`src/rtl/fb_write_scheduler_if.sv`:
```
// Bundle of the animator request port, clear control and framebuffer write port
// shared between the request source (master) and fb_write_scheduler (slave).
interface fb_write_scheduler_if;
  logic        clear_req;
  logic        anim_req;
  logic [10:0] anim_x;
  logic [10:0] anim_y;
  logic        anim_color;
  logic        anim_grant;
  logic [10:0] fb_x;
  logic [10:0] fb_y;
  logic        fb_color;
  logic        fb_write;
  logic        clear_busy;
  logic        clear_done;

  modport master (
    output clear_req, anim_req, anim_x, anim_y, anim_color,
    input  anim_grant, fb_x, fb_y, fb_color, fb_write, clear_busy, clear_done
  );

  modport slave (
    input  clear_req, anim_req, anim_x, anim_y, anim_color,
    output anim_grant, fb_x, fb_y, fb_color, fb_write, clear_busy, clear_done
  );
endinterface

```
`src/rtl/fb_write_scheduler.sv`:
```
// Arbitrates the single framebuffer write port between animator pixel writes and a
// full-screen blackout sweep. Optional macro FB_SCHED_BOUNDS_CHECK_EN drops off-screen animator writes.
module fb_write_scheduler #(
  parameter int WIDTH  = 640,
  parameter int HEIGHT = 480
) (
  input logic clk,
  input logic reset_n,
  fb_write_scheduler_if.slave bus
);

  typedef enum logic {Idle, Clear} state_t;

  localparam logic [10:0] XLast = 11'(WIDTH - 1);
  localparam logic [10:0] YLast = 11'(HEIGHT - 1);

  state_t      state_q, state_d;
  logic [10:0] cx_q, cx_d;
  logic [10:0] cy_q, cy_d;
  logic [10:0] fbX_q, fbX_d;
  logic [10:0] fbY_q, fbY_d;
  logic        fbColor_q, fbColor_d;
  logic        fbWrite_q, fbWrite_d;
  logic        clearDone_q, clearDone_d;
  logic        animGrant;
  logic        inRange;

  // Clear wins over a simultaneous animator request; nothing is granted during reset.
  assign animGrant = reset_n && bus.anim_req && (state_q == Idle) && !bus.clear_req;

`ifdef FB_SCHED_BOUNDS_CHECK_EN
  localparam logic [11:0] XLimit = 12'(WIDTH);
  localparam logic [11:0] YLimit = 12'(HEIGHT);
  assign inRange = ({1'b0, bus.anim_x} < XLimit) && ({1'b0, bus.anim_y} < YLimit);
`else
  assign inRange = 1'b1;
`endif

  always_ff @(posedge clk or negedge reset_n) begin
    if (!reset_n) begin
      state_q     <= Idle;
      cx_q        <= '0;
      cy_q        <= '0;
      fbX_q       <= '0;
      fbY_q       <= '0;
      fbColor_q   <= 1'b0;
      fbWrite_q   <= 1'b0;
      clearDone_q <= 1'b0;
    end else begin
      state_q     <= state_d;
      cx_q        <= cx_d;
      cy_q        <= cy_d;
      fbX_q       <= fbX_d;
      fbY_q       <= fbY_d;
      fbColor_q   <= fbColor_d;
      fbWrite_q   <= fbWrite_d;
      clearDone_q <= clearDone_d;
    end
  end

  always_comb begin
    state_d     = state_q;
    cx_d        = cx_q;
    cy_d        = cy_q;
    fbX_d       = fbX_q;
    fbY_d       = fbY_q;
    fbColor_d   = fbColor_q;
    fbWrite_d   = 1'b0;
    clearDone_d = 1'b0;
    case (state_q)
      Idle: begin
        if (bus.clear_req) begin
          state_d = Clear;
          cx_d    = '0;
          cy_d    = '0;
        end else if (animGrant && inRange) begin
          fbX_d     = bus.anim_x;
          fbY_d     = bus.anim_y;
          fbColor_d = bus.anim_color;
          fbWrite_d = 1'b1;
        end
      end
      Clear: begin
        // Sweep is x-major; further clear requests are ignored until it finishes.
        fbX_d     = cx_q;
        fbY_d     = cy_q;
        fbColor_d = 1'b0;
        fbWrite_d = 1'b1;
        if (cx_q == XLast) begin
          cx_d = '0;
          if (cy_q == YLast) begin
            cy_d        = '0;
            state_d     = Idle;
            clearDone_d = 1'b1;
          end else begin
            cy_d = cy_q + 11'd1;
          end
        end else begin
          cx_d = cx_q + 11'd1;
        end
      end
      default: state_d = Idle;
    endcase
  end

  assign bus.anim_grant = animGrant;
  assign bus.fb_x       = fbX_q;
  assign bus.fb_y       = fbY_q;
  assign bus.fb_color   = fbColor_q;
  assign bus.fb_write   = fbWrite_q;
  assign bus.clear_busy = (state_q == Clear);
  assign bus.clear_done = clearDone_q;

endmodule

```
`src/flat_wrapper.sv`:
```
// flat-port wrapper written by rule: the top's interface ports become plain ports
module fb_write_scheduler_flat 
#(
  parameter int WIDTH  = 640,
  parameter int HEIGHT = 480
)
  (clk, reset_n, bus_clear_req, bus_anim_req, bus_anim_x, bus_anim_y, bus_anim_color, bus_anim_grant, bus_fb_x, bus_fb_y, bus_fb_color, bus_fb_write, bus_clear_busy, bus_clear_done);
  fb_write_scheduler_if bus_i ();
  input logic clk;
  input logic reset_n;
  input wire logic [$bits(bus_i.clear_req)-1:0] bus_clear_req;
  input wire logic [$bits(bus_i.anim_req)-1:0] bus_anim_req;
  input wire logic [$bits(bus_i.anim_x)-1:0] bus_anim_x;
  input wire logic [$bits(bus_i.anim_y)-1:0] bus_anim_y;
  input wire logic [$bits(bus_i.anim_color)-1:0] bus_anim_color;
  output wire logic [$bits(bus_i.anim_grant)-1:0] bus_anim_grant;
  output wire logic [$bits(bus_i.fb_x)-1:0] bus_fb_x;
  output wire logic [$bits(bus_i.fb_y)-1:0] bus_fb_y;
  output wire logic [$bits(bus_i.fb_color)-1:0] bus_fb_color;
  output wire logic [$bits(bus_i.fb_write)-1:0] bus_fb_write;
  output wire logic [$bits(bus_i.clear_busy)-1:0] bus_clear_busy;
  output wire logic [$bits(bus_i.clear_done)-1:0] bus_clear_done;
  assign bus_i.clear_req = bus_clear_req;
  assign bus_i.anim_req = bus_anim_req;
  assign bus_i.anim_x = bus_anim_x;
  assign bus_i.anim_y = bus_anim_y;
  assign bus_i.anim_color = bus_anim_color;
  assign bus_anim_grant = bus_i.anim_grant;
  assign bus_fb_x = bus_i.fb_x;
  assign bus_fb_y = bus_i.fb_y;
  assign bus_fb_color = bus_i.fb_color;
  assign bus_fb_write = bus_i.fb_write;
  assign bus_clear_busy = bus_i.clear_busy;
  assign bus_clear_done = bus_i.clear_done;
  fb_write_scheduler #(.WIDTH(WIDTH), .HEIGHT(HEIGHT)) u_core (.clk(clk), .reset_n(reset_n), .bus(bus_i));
endmodule
```
`config.mk`:
```
export PLATFORM = sky130hd
export DESIGN_NAME = fb_write_scheduler_flat
export DESIGN_NICKNAME = d
export VERILOG_FILES = /design/src/rtl/fb_write_scheduler_if.sv /design/src/rtl/fb_write_scheduler.sv /design/src/flat_wrapper.sv
export SDC_FILE = /design/constraint.sdc
export NUM_CORES = 1
export LEC_CHECK = 0
export BUFFER_PORTS_ARGS = -buffer_cell sky130_fd_sc_hd__buf_4
export CAP_MARGIN = 5
export CORE_MARGIN = 10
export CORE_UTILIZATION = 45
export DETAILED_ROUTE_END_ITERATION = 8
export PLACE_DENSITY = 0.7
export RECOVER_POWER = 50
export REMOVE_ABC_BUFFERS = 1
export SYNTH_ARGS = -nofsm -noshare
export SYNTH_HDL_FRONTEND = slang
export SYNTH_SLANG_ARGS = --single-unit
```
`constraint.sdc`:
```
create_clock -name clk -period 1.9 [get_ports clk]
set_input_delay 0.475 -clock clk [delete_from_list [all_inputs] [get_ports clk]]
set_output_delay 0.475 -clock clk [all_outputs]
set_load 0.005 [all_outputs]
```
==> results.toml <==
[status]
status = "completed"

[finish]
final_area_sq_um = 3035
fin_nets = 328
seq_area_sq_um = 1201
finalNonFillerCells = 370
fillers = 470
drive_above_1_share_pct = 28.67
fin_util_pct = 59.06
area_growth_pct = 27.15
multi_input_area_sq_um = 1114
diodes = 0

[setup_path]
crit_type = "reg -> reg"
crit_arrival_ns = 2.06
rr_worst_depth = 5
start_kind = "flop"
cp-end-kind = "flop"
critical_path.max_stage_delay_ns = 0.59
path_cells = "ha_1 > nand3_2 > or4_4 > or3_1 > nand3_1"
crit_slowest_cell = "or4_4"
path_max_fanout = 5
cp.required_ns = 2.14

[timing]
hold_viol_final = 0
drv_slew = 0
fin_skew_ns = 0.008518
rsz0062_at_grt = "false"
fin_crit_sh_pct = 95.73
finalCriticalPeriod_ns = 1.819
fmax_mhz = 549.8
setup_viol = 0
slew_headroom_pct = 22.24
worst_pin_slew_ns = 1.166

[synthesis]
ys_types = 40
seq_area_frac_synth_pct = 50.31
synth_area_leaders = "dfrtp_1 50%, mux2i_1 9.6%, nand2_1 5.2%"
synth_top_area_share_pct = 50.31
ys_ff_latch = 48
synth.most_common_cell = "dfrtp_1"
avgSynthCellArea_sq_um = 10.12
synth-async-reset-ratio_pct = 100.0
synth_top_family_by_area = "simple AND/OR/NAND/NOR gates"
yosys.area_share.simple_pct = 19.55
synth-xor-area-share_pct = 0.7338
synthMuxAreaShare_pct = 10.59
synth_compound_area_share_pct = 14.62
netlist_area_sq_um = 2387
ys.flop_type = "dfrtp_1"
yosys.area.top_type = "dfrtp_1"
synthAdderAreaFrac_pct = 1.048
synth_edf_count = 0
postSynthCellCount = 236
synth_top_cells_by_count = "48 x dfrtp_1, 33 x nand2_1, 24 x o21ai_0, 23 x mux2i_1, 15 x a31oi_1"
synth_warnings = 0

[detailed_routing]
vias = 1989
ant_nets = 0
drt_iter0_markers = 161
viasPerCell = 5.376
drcViolationCount = 0
wl_per_cell_um = 15.16
wirelength_um = 5610
dr.pass1.iters = 4

[power]
p_int_w = 0.002116
seqPwrFrac_pct = 49.1
power.density_nw_per_um2 = 1039
swShare_pct = 32.92
pwr-share-clk_pct = 20.2
ir_drop_v = 0.0005395
combinationalPowerShare_pct = 30.7
switchingPower_w = 0.001039
total_power_w = 0.003154
leakage_nw = 1.340

[global_route]
grt_antenna_before_repair = 0
grt_pass1_wl_um = 9722
grt_max_degree = 49
grt_pass1_vias = 2060
grtUsageTotal_pct = 13.31
globalRouteOverflowTotal = 0

[min_path]
hp-class = "in -> reg"
min_path_cells = 3

[die]
rows = 26
dieArea_sq_um = 8618
io_pins = 54
die_y_um = 92.84
core_sq_um = 5140
initial_core_util_pct = 46.45
die_x_um = 92.84

[cts]
ctsRootBufferMaster = "clkbuf_8"
clock-sinks = 48
tritoncts = "done"
cts.clk_slew.worst_paths_ns = 0.09
tritoncts.num_buffers = 5
post-cts-setup-buffers = 0
clockBufferDepth = 2
clock_latency_ns = 0.30
h-tree-depth = 2

[job]
maxCapViolCount = 0

[placement]
hpwl_um = 4056
place_area_sq_um = 2945
dp.cells = 362
port_buffers = 53
gp_congestion = 0.8402
==> flip-flops by register name, summed over array words and instances, names as in the netlist <==
signal / cells
u_core.bus.fb_color: 1
u_core.bus.fb_write: 1
u_core.cx_q: 11
u_core.bus.fb_y: 11
u_core.bus.clear_busy: 1
u_core.bus.clear_done: 1
u_core.bus.fb_x: 11
u_core.cy_q: 11
==> power groups by stage <==
stage | combinational, W | sequential, W | clock (W)
2_1_floorplan | 0.000459 | 0.00158 | 0
3_3_place_gp | 0.000976 | 0.00155 | 0
3_5_place_dp | 0.000996 | 0.00156 | 0
4_1_cts | 0.00100 | 0.00155 | 0.000650
5_1_grt | 0.00111 | 0.00160 | 0.000689
6_report | 0.000969 | 0.00155 | 0.000639
==> worst max-delay path: cells and delay by family, from the launching register on <==
kind          cells  cell delay, ns
simple gates      4            1.18
flops             1            0.36
fa+ha+maj         1            0.21
==> logic make-up after synthesis <==
logic type      Yosys count
fa+ha+maj                 2
mux                      25
buf+inv                  16
xor+xnor                  2
flops                    48
compound gates           58
simple gates             85
==> final timing paths <==
path                                startpoint             endpoint  slack (ns)
max                             u_core.cx_q[0]       u_core.cy_q[4]        0.08
min                             bus_anim_color  u_core.bus.fb_color        0.37
max reg2reg                     u_core.cx_q[0]       u_core.cy_q[4]        0.08
min reg2reg                u_core.bus.fb_color  u_core.bus.fb_color        0.55
max in group asynchronous              reset_n   u_core.bus.fb_x[9]        0.68
min in group asynchronous              reset_n   u_core.bus.fb_x[2]        0.51
==> cell type report <==
class	instances	share of cell area [%]
well taps	70	2.885
clock buffers	6	2.721
flip-flops and latches	48	39.57
multi-input cells	172	36.69
inverters	2	0.2473
repair buffers	70	17.39
clock inverters	2	0.4946
==> per-stage QoR <==
stage                     setup slack (ns)  setup TNS [ns]  hold WS, ns
final                              0.08104               0       0.3702
after global routing              0.001419               0       0.3772
after CTS                          0.08135               0       0.2850
after detailed placement           0.09891               0       0.5359
after global placement              0.1644               0       0.5248
after floorplan                    -0.6970          -21.54       0.1794
==> placed cells by master, fill, tap and decap left out, drive strengths merged, types with 2 or more instances in the layout <==
cell,count
a21oi,7
a22o,2
a31oi,15
a41oi,3
and2,2
and3,9
and4,2
buf,55
clkbuf,21
clkinvlp,2
dfrtp,48
ha,2
inv,2
mux2,2
mux2i,23
nand2,33
nand3,14
nand3b,3
nand4,4
nor2,6
nor3,4
o21ai,24
o22ai,2
or2,2
or3,2
xnor2,2
==> timing repair <==
item	CTS	global route
endpoints found under the setup margin	0	6
hold buffers	0	0
gates resized for setup	0	1
==> layer usage <==
metal	wire [um]	global-route usage (%)	up-vias
met5	0	0	-
met3	383	3.793	7
met1	2669	18.05	942
met2	2494	20.09	52
met4	63	3.856	0
li1	-	-	988
Power figures use the tool's default switching activity.
